[src/rtl/rom_arb_pkg.sv]
// Shared constants and types for the two-port ROM read arbiter.
package rom_arb_pkg;

    // Default geometry of the shared ROM.
    localparam int unsigned ROM_ADDR_W = 13;
    localparam int unsigned ROM_DATA_W = 16;
    localparam int unsigned ROM_DEPTH  = 8100;

    // Priority policy names accepted by the PRIO parameter.
    localparam string PRIO_RR   = "RR";
    localparam string PRIO_FIX0 = "FIX0";

    // Index of the requester that won most recently.
    typedef enum logic {
        L0 = 1'b0,
        L1 = 1'b1
    } last_e;

    // Decoded priority policy.
    typedef enum logic {
        PrioRr   = 1'b0,
        PrioFix0 = 1'b1
    } prio_e;

endpackage

[src/rtl/rr_pick2.sv]
// Two-way winner selection: round-robin on LAST or fixed priority to requester 0.
module rr_pick2
    import rom_arb_pkg::*;
(
    input  logic       req0,
    input  logic       req1,
    input  last_e      last,
    input  prio_e      prio,
    output logic [1:0] gnt
);

    // One-hot pick; a tie goes to the requester that did not win last time.
    always_comb begin
        gnt = 2'b00;
        if (req0 && req1) begin
            if (prio == PrioFix0 || last == L1) begin
                gnt = 2'b01;
            end else begin
                gnt = 2'b10;
            end
        end else if (req0) begin
            gnt = 2'b01;
        end else if (req1) begin
            gnt = 2'b10;
        end
    end

endmodule

[src/rtl/rom_share_arb.sv]
// Shares one synchronous-read ROM between two requesters, one read per cycle.
module rom_share_arb
    import rom_arb_pkg::*;
#(
    parameter int unsigned ADDR_W = ROM_ADDR_W,
    parameter int unsigned DATA_W = ROM_DATA_W,
    parameter int unsigned DEPTH  = ROM_DEPTH,
    parameter string       PRIO   = PRIO_RR
) (
    input  logic              clka,
    input  logic              rsta,
    input  logic              req0,
    input  logic              req1,
    input  logic [ADDR_W-1:0] addr0,
    input  logic [ADDR_W-1:0] addr1,
    output logic              gnt0,
    output logic              gnt1,
    output logic              rvalid0,
    output logic              rvalid1,
    output logic [DATA_W-1:0] rdata,
    output logic              rerr,
    output logic [ADDR_W-1:0] rom_addr,
    input  logic [DATA_W-1:0] rom_do,
    output logic              rom_rst
);

    localparam prio_e PrioSel = (PRIO == PRIO_FIX0) ? PrioFix0 : PrioRr;

    // One extra bit so a DEPTH of exactly 2**ADDR_W still compares correctly.
    localparam logic [ADDR_W:0] DepthLim = (ADDR_W + 1)'(DEPTH);

    logic [1:0]        pick_gnt;
    logic [1:0]        gnt_vec;
    logic              oor_now;

    last_e             last_q, last_d;
    logic [ADDR_W-1:0] addr_hold_q, addr_hold_d;
    logic              rvalid0_q, rvalid0_d;
    logic              rvalid1_q, rvalid1_d;
    logic              oor_q, oor_d;

    rr_pick2 u_pick (
        .req0 (req0),
        .req1 (req1),
        .last (last_q),
        .prio (PrioSel),
        .gnt  (pick_gnt)
    );

    // Grant gating, ROM address steering and next-state for the read pipeline.
    always_comb begin
        gnt_vec = rsta ? 2'b00 : pick_gnt;

        if (gnt_vec[0]) begin
            rom_addr = addr0;
        end else if (gnt_vec[1]) begin
            rom_addr = addr1;
        end else begin
            rom_addr = addr_hold_q;
        end

        oor_now = (gnt_vec != 2'b00) && ({1'b0, rom_addr} >= DepthLim);

        last_d = last_q;
        if (gnt_vec[0]) begin
            last_d = L0;
        end else if (gnt_vec[1]) begin
            last_d = L1;
        end

        addr_hold_d = rom_addr;
        rvalid0_d   = gnt_vec[0];
        rvalid1_d   = gnt_vec[1];
        oor_d       = oor_now;
    end

    // Pipeline state; reset drops any read in flight and biases the first tie to requester 0.
    always_ff @(posedge clka or posedge rsta) begin
        if (rsta) begin
            last_q      <= L1;
            addr_hold_q <= '0;
            rvalid0_q   <= 1'b0;
            rvalid1_q   <= 1'b0;
            oor_q       <= 1'b0;
        end else begin
            last_q      <= last_d;
            addr_hold_q <= addr_hold_d;
            rvalid0_q   <= rvalid0_d;
            rvalid1_q   <= rvalid1_d;
            oor_q       <= oor_d;
        end
    end

    // Output drive; data is zeroed unless an in-range read is landing this cycle.
    always_comb begin
        gnt0    = gnt_vec[0];
        gnt1    = gnt_vec[1];
        rvalid0 = rvalid0_q;
        rvalid1 = rvalid1_q;
        rerr    = oor_q;
        rom_rst = rsta;
        rdata   = ((rvalid0_q || rvalid1_q) && !oor_q) ? rom_do : '0;
    end

endmodule
[config.mk]
export PLATFORM = sky130hd
export DESIGN_NAME = rom_share_arb
export DESIGN_NICKNAME = d
export VERILOG_FILES = /design/src/rtl/rom_arb_pkg.sv /design/src/rtl/rr_pick2.sv /design/src/rtl/rom_share_arb.sv
export SDC_FILE = /design/constraint.sdc
export NUM_CORES = 1
export LEC_CHECK = 0
export ABC_AREA = 1
export CAP_MARGIN = 20
export CORE_UTILIZATION = 37
export DETAILED_ROUTE_END_ITERATION = 7
export MAX_ROUTING_LAYER = met4
export PLACE_DENSITY = 0.85
export REMOVE_ABC_BUFFERS = 1
export SYNTH_ARGS = -nofsm -noshare
export SYNTH_HDL_FRONTEND = slang
export SYNTH_SLANG_ARGS = --single-unit
[constraint.sdc]
create_clock -name clka -period 4.3 [get_ports clka]
set_clock_uncertainty 0.1 [all_clocks]
set_input_delay 0.86 -clock clka [delete_from_list [all_inputs] [get_ports clka]]
set_output_delay 0.86 -clock clka [all_outputs]
set_load 0.01 [all_outputs]
After elaboration in Yosys (flattened, before gate mapping)
Cells that the tools add are included.
{"block": "op_classes", "magnitude_cmp": 1, "n_mux": 10, "n_reduce_logical": 6}
{"cell": "13-bit two-way mux", "n": 2}
{"cell": "16-bit two-way mux", "n": 1}
{"cell": "13-bit greater-or-equal comparator, second input constant", "n": 1}
{"cell": "2-bit two-way mux", "n": 5}
{"cell": "1-bit logical AND", "n": 3}
{"cell": "1-bit two-way mux", "n": 2}
{"cell": "2-bit nonzero test", "n": 1}
{"cell": "1-bit zero test", "n": 1}
{"cell": "1-bit logical OR", "n": 1}
{"block": "totals", "inputBits": 46, "reg_bits": 17, "out_inout_bits": 35, "word_cells": 22}

Longest topological paths before layout
Gate-level depths: netlist of run 1.
{"block": "logic_depth", "ltp_word": 8, "ltp_mapped": 10, "ltp_nobuf": 10}

Cells and area by module
Synthesis of run 1 repeated with hierarchy kept, for this count alone.
{"block": "unflattened", "cells_unflattened": 155, "area_unflattened_um2": 1074.8}
{"module": "rom_share_arb", "n_inst": 1, "seq_area_each_um2": 426.7, "area_per_inst_um2": 1036.0, "cells_per_inst": 146}
{"module": "rr_pick2", "n_inst": 1, "seq_area_each_um2": 0.0, "area_per_inst_um2": 38.8, "cells_per_inst": 9}

Worst setup path before layout of run 1
No wires, ideal clock.
{"block": "synth_path", "path_type": "input-to-output", "from": "input port rsta", "to": "output port rom_addr[6]", "cell_stages": 8, "required_ns": 3.340, "setup_slack_ns": 1.477, "t_arrival_ns": 1.863, "path_buffers": 0, "cell_sequence": "inv_2 > nand2_1 > nor2_4 > nand2_1 > nand2_1 > nand2_1 > o21a_1 > inv_1"}
{"block": "synth_via", "elab_chain_len": 3}
{"element": "from (decl)", "line": "rom_share_arb.sv:11", "rtl": "input logic rsta,"}
{"element": "2-bit two-way mux", "line": "rom_share_arb.sv:52", "rtl": "gnt_vec = rsta ? 2'b00 : pick_gnt;"}
{"element": "named net gnt1", "line": "rom_share_arb.sv:17", "rtl": "output logic gnt1,"}
{"element": "13-bit two-way mux", "line": "rom_share_arb.sv:56", "rtl": "end else if (gnt_vec[1]) begin"}
{"element": "13-bit two-way mux", "line": "rom_share_arb.sv:54", "rtl": "if (gnt_vec[0]) begin"}
{"element": "to (decl)", "line": "rom_share_arb.sv:22", "rtl": "output logic [ADDR_W-1:0] rom_addr,"}
The timed path passes the listed nets, and every way through them passes these cells.

Worst setup path after layout of run 1
{"block": "layout_path", "from": "input port rsta", "to": "output port rom_addr[12]"}
{"block": "layout_via", "elab_chain_len": 3}
{"element": "2-bit two-way mux (*)", "line": "rom_share_arb.sv:52"}
{"element": "13-bit two-way mux", "line": "rom_share_arb.sv:56"}
{"element": "13-bit two-way mux (*)", "line": "rom_share_arb.sv:54"}
Mark *: on every way between the ends. The rest lies on a longest branch, timed or not.

==> results of run 1 <==
-- sequential cells by signal (all words and copies together), names as in the netlist --
name and flops:
last_q 1, rvalid0 1, rerr 1, rvalid1 1, addr_hold_q 13
-- power groups by stage --
stage               combinational (uW)  clock, uW  sequential (uW)
finish                             249       83.2              195
floorplan                          114          0              197
detailed placement                 249          0              198
global route                       271       94.9              197
CTS                                250       86.6              195
global placement                   246          0              197
-- final timing paths --
| check | to | slack [ps] | cells past startpoint |
|---|---|---|---|
| setup / recovery | rom_addr[12] | 400 | 6 |
| hold / removal | addr_hold_q[1] | 470 | 2 |
| setup reg to reg | rerr | 2480 | 10 |
| hold reg to reg | addr_hold_q[1] | 470 | 2 |
| max in group asynchronous | addr_hold_q[10] | 2880 | 3 |
| min in group asynchronous | addr_hold_q[2] | 810 | 2 |
-- worst min-delay path, stage by stage, from the launching register on --
cell and delay [ps]:
dfrtp_1 380, nand2_1 70, a31oi_1 90
-- placed cells by master (no fill, tap or decap) --
master,synthesis,final
dfrtp_1,16,16
nand3_2,6,6
clkdlybuf4s50_1,0,80
o21a_1,1,1
buf_4,2,2
dfstp_2,1,1
o21ai_2,2,2
nand3_4,2,2
nand2_1,31,31
and2_2,1,1
o21ai_1,1,1
o21bai_1,1,1
clkinv_2,0,1
nand2_2,7,7
o21ai_0,1,1
nor2_1,20,20
or2_2,3,3
nand3_1,13,13
a21oi_2,1,1
inv_2,2,2
nor2_4,2,2
a31oi_1,2,2
nor2_2,1,1
clkbuf_4,0,3
inv_1,34,34
or2_0,1,1
-- layer usage --
| layer | vias up | GRT usage [%] |
|---|---|---|
| li1 | 621 | - |
| met1 | 527 | 19.7 |
| met2 | 67 | 37.6 |
| met3 | 2 | 5.67 |
| met4 | 0 | 3.14 |
| met5 | - | - |
-- cell families after synthesis --
| kind of cell | Yosys count | share of synthesized area (%) |
|---|---|---|
| simple gates | 87 | 40.6 |
| buf+inv | 41 | 15.7 |
| flops | 17 | 38.0 |
| compound gates | 9 | 5.68 |
-- layout make-up --
| type | instances | area share [%] |
|---|---|---|
| Timing Repair Buffer | 82 | 41.5 |
| Multi-Input combinational cell | 96 | 26.5 |
| Sequential cell | 17 | 21.7 |
| Inverter | 36 | 6.88 |
| Tap cell | 31 | 1.97 |
| Clock buffer | 3 | 1.15 |
| Clock inverter | 1 | 0.255 |
-- stage by stage --
| step | setup slack, ps | area, um2 |
|---|---|---|
| after global routing | 282 | 1960 |
| final | 403 | 1960 |
| after CTS | 369 | 1960 |
| after detailed placement | 370 | 1930 |
| after global placement | 404 | 1930 |
| after floorplan | 1370 | 1080 |
==> results by group, run 1 <==
Drt
  – Router iterations before antenna repair: 6
  – Detail Route met2 WL: between 1.5 and 2 mm
  – Via count: 1,217
  – Total Wirelength: around 3 mm
  – Vias/cell: 4.58
  – Uppermost layer routed: met4
  – Routed WL per cell: 11.3 um
  – Met3 wire len: between 300 and 400 um
  – Antenna Violating Nets Remaining: 0
  – Number of DRC markers in iteration 0: 52
  – Met1 WL: between 1 and 1.5 mm
  – DRC: 20

Setup path
  – Worst r2r src: last_q
  – CP Class: input pin to output port
  – Critical path arrival: just under 3000 ps
  – Crit-path max FO: 24
  – Worst setup EP type: output port
  – CP Launch Type: input pin
  – CP cell instances: clkdlybuf4s50_1 -> inv_2 -> nand3_4 -> or2_2 -> and2_2 -> clkdlybuf4s50_1
  – Buf/Inv on CP: 3
  – Critical path required time: 3340 ps
  – Slowest library cell on the worst path: clkdlybuf4s50_1
  – Largest delay share family, worst path: buffers and inverters
  – Most frequent CP cell: clkdlybuf4s50_1
  – Critical path origin: rsta
  – Slowest stage delay, CP: ~480 ps

Synth
  – Syn Std Cell Area: around 0.0011 mm2
  – Yosys warning count: 0
  – Yosys reg bits: 17
  – Post-synth ARST share: 100%
  – Top_reg_cell synth: dfrtp_1
  – Most numerous cell in the Yosys netlist: inv_1
  – Post-synth EDFFs: 0
  – Ranking of synthesized cells by area: dfrtp_1, inv_1, nand2_1
  – Most frequent cells after synthesis: inv_1, nand2_1, nor2_1
  – Cell variety after synth: 25
  – Avg Inst Size Synth: about 7.3 um2
  – Top-area cell type share of the netlist area: 35.6%
  – Sequential fraction of the synthesis area: ~38%
  – Cell type with the largest total area after synthesis: dfrtp_1
  – Post-Syn Instances: approximately 150

Die
  – Die area: 0.00326 mm2
  – Core area: roughly 0.0028 mm2
  – Die Width: about 57 um
  – Rows: 19
  – Initial Util: between 40 and 50%
  – Num ports: between 80 and 90
  – Die H: 57.1 um

STA
  – Fmax: 0.257 GHz
  – RSZ-0062 raised after global routing: false
  – Final setup vio count: 0
  – Fin crit share: between 90 and 100%
  – Worst-Margin Slew: ~320 ps
  – Max Slew Vio Count: 0
  – Max transition margin: 79.0%
  – Setup Total Neg Slack: 0 ps
  – Hold Vio Cnt, Final: 0
  – Worst-case hold slack: ~470 ps
  – Period minus WS final: 3900 ps

Outcome
  – Failing checks: DRC
  – Outcome: finished with violations

Clock network
  – Clock tree sinks: 17
  – Clock slew at reported path FFs: 100 ps
  – Root Buffer: clkbuf_4
  – Post-CTS Setup Inserts: 0
  – CTS resizes: 0
  – Clk_lat worst skew: 280 ps
  – Cts bufs inserted: 3
  – CTS H-tree depth: 1
  – CTS tree: done
  – Hold_buf cts: 0
  – Clk buf depth: 2

Worst hold path
  – Hold Path Origin: addr_hold_q[1]
  – Worst hold path type: flop to flop

Layout
  – Layout fillers: roughly 240
  – Area occupied by multi-input gates: about 520 um2
  – Final #Nets: 282
  – Final non-filler cell total: approximately 270
  – Final Util: roughly 70%
  – Area grow syn2layout: 74.8%
  – ANT cells: 0
  – Share of layout cells above drive strength 1: between 10% and 20%
  – Sequential cell area: 427 um2

Power and ir drop
  – Reg power frac: a little under two fifths
  – Pwr Density: ~270 mW/mm2
  – Leak: 0.000972 uW
  – Pwr Total: around 530 uW
  – Peak supply drop: 0.192 mV
  – Internal cell power: 356 uW
  – Clock power share: between 10% and 20%
  – Psw: around 170 uW
  – Comb pwr share: a little under half
  – Switching part of the total: 32.5%

GRT
  – Total GRT Usage: between 10% and 20%
  – Initial antenna violation count: 0
  – Aggregate global routing overflow: 0
  – Vias in the first global route: about 1,200
  – Largest net degree at the start of global routing: 25
  – First-pass GRT wire length: a little under 5 mm

Placed design
  – Hpwl dp: between 2 and 2.5 mm
  – IO Port Bufs: 80
  – Cell Count Post-Placement: between 200 and 300
  – RD Place Congestion: approximately 0.82

Flow run
  – Max-cap violations: 0
Note: power is estimated with default switching activity, not from simulation.
==> inputs of run 2 (changes only) <==
Settings changed: REMOVE_ABC_BUFFERS 1 to not set.
==> results by group, run 2 (synthesized netlist as in run 1, its figures left out) <==
STA
  – Period minus WS final: 3990 ps
  – Final setup vio count: 0
  – Setup Total Neg Slack: 0 ps
  – Worst-Margin Slew: 526 ps
  – Max Slew Vio Count: 0
  – Hold Vio Cnt, Final: 0
  – RSZ-0062 raised after global routing: false
  – Max transition margin: 64.8%
  – Fmax: about 0.25 GHz
  – Fin crit share: between 90% and 100%

Clock network
  – CTS resizes: 0
  – Clk_lat worst skew: about 280 ps
  – CTS tree: done
  – Root Buffer: clkbuf_4
  – CTS H-tree depth: 1
  – Cts bufs inserted: 3
  – Hold_buf cts: 0
  – Clock tree sinks: 17
  – Clk buf depth: 2
  – Post-CTS Setup Inserts: 0
  – Clock slew at reported path FFs: around 100 ps

Drt
  – Routed WL per cell: about 12 um
  – Total Wirelength: between 3 and 4 mm
  – Vias/cell: around 4.5
  – DRC: 18
  – Via count: 1,205
  – Antenna Violating Nets Remaining: 0
  – Router iterations before antenna repair: 6
  – Number of DRC markers in iteration 0: between 40 and 50

GRT
  – Total GRT Usage: a little under a fifth
  – Largest net degree at the start of global routing: 25
  – Vias in the first global route: 1,068
  – First-pass GRT wire length: about 4.7 mm
  – Initial antenna violation count: 0
  – Aggregate global routing overflow: 0

Power and ir drop
  – Pwr Total: 528 uW
  – Reg power frac: between 30% and 40%
  – Psw: around 170 uW
  – Peak supply drop: around 0.23 mV
  – Clock power share: around 16%
  – Comb pwr share: around 47%
  – Leak: 0.000972 uW
  – Internal cell power: around 360 uW
  – Switching part of the total: 32.6%
  – Pwr Density: 269 mW/mm2

Placed design
  – IO Port Bufs: 80
  – Cell Count Post-Placement: 261
  – Hpwl dp: around 2.4 mm
  – RD Place Congestion: 0.737

Flow run
  – Max-cap violations: 0

Outcome
  – Outcome: finished with violations
  – Failing checks: DRC

Setup path
  – Crit-path max FO: 24
  – CP Class: input pin to output port
  – Most frequent CP cell: clkdlybuf4s50_1
  – Slowest stage delay, CP: slightly below 500 ps
  – Critical path arrival: between 3000 and 4000 ps
  – Slowest library cell on the worst path: clkdlybuf4s50_1
  – CP Launch Type: input pin
  – Worst setup EP type: output port
  – CP cell instances: clkdlybuf4s50_1 -> inv_2 -> nand3_4 -> or2_2 -> and2_2 -> clkdlybuf4s50_1
  – Critical path required time: 3340 ps

Layout
  – ANT cells: 0
  – Most frequent cells in the layout: clkdlybuf4s50_1, inv_1, nand2_1, nor2_1, dfrtp_1
  – Commonest non-fill, non-tap cell in the layout: clkdlybuf4s50_1
  – Area grow syn2layout: 74.8%
  – Share of layout cells above drive strength 1: between 10 and 15%
  – Max reg flops: 13
  – Final non-filler cell total: around 270
  – Reg with most FFs: addr_hold_q
  – Final #Nets: roughly 280

Die
  – Num ports: between 80 and 90
  – Die area: 0.00326 mm2
  – Initial Util: between 40% and 50%
  – Core area: approximately 0.0028 mm2
  – Die Width: 57.1 um
  – Rows: 19
  – Die H: about 57 um

Synth
  – Net Count, Synth: 200

Worst hold path
  – Worst hold path type: flop to flop
[run 2: cell counts in the layout (fill, tap and decap cells not counted)]
No cell type changed its count.
[run 2: cell type report]
| class | count | area (um2) |
|---|---|---|
| Tap cell | 31 | 38.8 |
| Clock inverter | 1 | 5.00 |
| Timing Repair Buffer | 82 | 816 |
| Inverter | 36 | 135 |
| Multi-Input combinational cell | 96 | 520 |
| Fill cell | 237 | 841 |
| Sequential cell | 17 | 427 |
| Clock buffer | 3 | 22.5 |
[run 2: path summary, 6_finish.rpt]
kind,from,to,slack [ps],depth (start not counted)
worst max-delay path,rsta,rom_addr[12],310,6
worst min-delay path,addr_hold_q[0],addr_hold_q[0],460,2
worst max register to register,last_q,rerr,2450,10
worst min register to register,addr_hold_q[0],addr_hold_q[0],460,2
max in group asynchronous,rsta,addr_hold_q[0],2820,3
min in group asynchronous,rsta,addr_hold_q[7],850,2
[run 2: per-layer routing]
metal,vias up,share of wire (%),track usage [%]
met5,-,0,-
met4,0,0.23,3.14
met3,2,9.7,6.35
met2,57,49,34.3
met1,524,41,21.1
li1,622,-,-
[run 2: per-stage QoR]
| stage | cell area (um2) | util [%] | hold WS (ps) | worst slack [ps] |
|---|---|---|---|---|
| 5_1_grt | 1960 | 70.0 | 488 | 204 |
| 3_3_place_gp | 1930 | 68.8 | 442 | 323 |
| 4_1_cts | 1960 | 69.8 | 464 | 291 |
| 2_1_floorplan | 1120 | - | 438 | 1480 |
| 3_5_place_dp | 1930 | 68.8 | 450 | 292 |
| 6_report | 1960 | 70.0 | 463 | 309 |
[run 2: worst max-delay path, delay by kind of cell]
kind | cells | cell delay, ps
buf+inv | 3 | 1250
simple gates | 3 | 910
[run 2: power by group through the flow]
stage	clock network [uW]	logic, uW	registers (uW)
CTS	85.7	251	195
detailed placement	0	249	198
global route	98.7	270	197
finish	82.5	250	195
floorplan	0	119	197
global placement	0	245	197
==> inputs of run 3 (changes only) <==
Settings changed: CELL_PAD_IN_SITES_DETAIL_PLACEMENT set to 1, CELL_PAD_IN_SITES_GLOBAL_PLACEMENT set to 1, CORE_UTILIZATION 37 to 24, HOLD_SLACK_MARGIN set to 0.15, PLACE_DENSITY 0.85 to not set, PLACE_DENSITY_LB_ADDON set to 0.1, RECOVER_POWER set to 50.
==> results by group, run 3 (synthesized netlist as in run 1, its figures left out) <==
Clock network
  – Post-CTS Setup Inserts: 0
  – Clock tree sinks: 17
  – Root Buffer: clkbuf_8
  – Hold_buf cts: 0
  – CTS tree: done
  – CTS resizes: 0
  – Clk_lat worst skew: between 200 and 300 ps
  – Clk buf depth: 2
  – Clock slew at reported path FFs: roughly 70 ps
  – CTS H-tree depth: 1
  – Cts bufs inserted: 3

Layout
  – Most frequent cells in the layout: clkdlybuf4s50_1, inv_1, nand2_1, nor2_1, dfrtp_1
  – Final Util: between 40% and 50%
  – Share of layout cells above drive strength 1: 11.5%
  – Max reg flops: 13
  – Reg with most FFs: addr_hold_q
  – ANT cells: 0
  – Area grow syn2layout: 77.4%
  – Commonest non-fill, non-tap cell in the layout: clkdlybuf4s50_1
  – Final #Nets: roughly 280

Die
  – Die H: between 70 and 80 um
  – Core area: between 0.004 and 0.005 mm2
  – Die area: around 0.0050 mm2
  – Rows: 24
  – Initial Util: 25.5%
  – Die Width: slightly above 70 um
  – Num ports: between 80 and 90

Setup path
  – Buf/Inv on CP: 4
  – Worst setup EP type: output port
  – Critical path arrival: ~3000 ps
  – Crit-path max FO: 24
  – Most frequent CP cell: clkdlybuf4s50_1
  – Critical path required time: 3340 ps
  – Slowest stage delay, CP: 580 ps
  – Slowest library cell on the worst path: clkdlybuf4s50_1
  – Largest delay share family, worst path: buffers and inverters
  – CP cell instances: clkdlybuf4s50_1 -> inv_2 -> nand3_4 -> inv_1 -> nand2_1 -> o21ai_2 -> clkdlybuf4s50_1
  – CP Class: input pin to output port
  – CP Launch Type: input pin

Drt
  – Routed WL per cell: between 10 and 15 um
  – Number of DRC markers in iteration 0: 12
  – Via count: ~1,300
  – Router iterations before antenna repair: 2
  – Vias/cell: 4.38
  – Total Wirelength: roughly 4 mm
  – DRC: 0
  – Antenna Violating Nets Remaining: 0

STA
  – Final setup vio count: 0
  – Max transition margin: 65.6%
  – Hold Vio Cnt, Final: 0
  – Fmax: roughly 0.25 GHz
  – RSZ-0062 raised after global routing: false
  – Period minus WS final: ~4000 ps
  – Setup Total Neg Slack: 0 ps
  – Fin crit share: between 90% and 100%
  – Worst-Margin Slew: 516 ps
  – Max Slew Vio Count: 0

GRT
  – First-pass GRT wire length: approximately 6.4 mm
  – Largest net degree at the start of global routing: 25
  – Aggregate global routing overflow: 0
  – Total GRT Usage: 16.6%
  – Vias in the first global route: about 1,400
  – Initial antenna violation count: 0

Placed design
  – RD Place Congestion: about 0.73
  – IO Port Bufs: 80
  – Hpwl dp: roughly 3.2 mm

Power and ir drop
  – Pwr Total: roughly 570 uW
  – Peak supply drop: between 0.2 and 0.25 mV
  – Leak: ~0.00098 uW
  – Pwr Density: about 280 mW/mm2

Worst hold path
  – Worst hold path type: flop to flop

Synth
  – Net Count, Synth: 200

Outcome
  – Outcome: completed

Flow run
  – Max-cap violations: 0
## run 3: changes by cell type in the layout (fill, tap and decap cells not counted), sizes merged
cell,change
buf,-1
clkinv,-1
clkdlybuf4s50,-3
dlygate4sd3,+3
clkbuf,+2
## run 3: worst paths after layout
check / startpoint / end / slack, ps / cells after the start
setup / recovery: rsta / rom_addr[5] / 340 / 7
hold / removal: addr_hold_q[0] / addr_hold_q[0] / 450 / 2
setup reg to reg: last_q / rerr / 2340 / 10
hold reg to reg: addr_hold_q[0] / addr_hold_q[0] / 450 / 2
max in group asynchronous: rsta / last_q / 2470 / 3
min in group asynchronous: rsta / rvalid1 / 880 / 2
## run 3: cell type report
| class | instances | area [um2] |
|---|---|---|
| Sequential cell | 17 | 427 |
| Clock buffer | 4 | 45.0 |
| Inverter | 36 | 135 |
| Multi-Input combinational cell | 96 | 509 |
| Fill cell | 532 | 2420 |
| Timing Repair Buffer | 82 | 812 |
| Tap cell | 52 | 65.1 |
## run 3: power breakdown
group | internal (uW) | total, uW | switching, uW
sequential | 187 | 196 | 9.51
combinational | 132 | 251 | 118
clock | 65.7 | 119 | 53.6
## run 3: stage by stage
stage	instance area (um2)	setup WS (ps)	hold WS (ps)	std cells
2_1_floorplan	1120	1480	438	154
3_3_place_gp	1960	344	457	282
3_5_place_dp	1960	307	450	282
4_1_cts	2000	288	459	286
5_1_grt	1990	173	508	287
6_report	1990	341	455	287
## run 3: worst min-delay path, stage by stage (launching register included)
cell and delay, ps:
dfrtp_1 360, nand2_1 60, a31oi_1 100
## run 3: metal layers
metal	global-route usage, %	vias up	wire, um
met3	2.16	2	182
met4	3.33	0	9
met2	31.7	42	2140
li1	-	622	-
met5	-	-	0
met1	18.1	591	1560
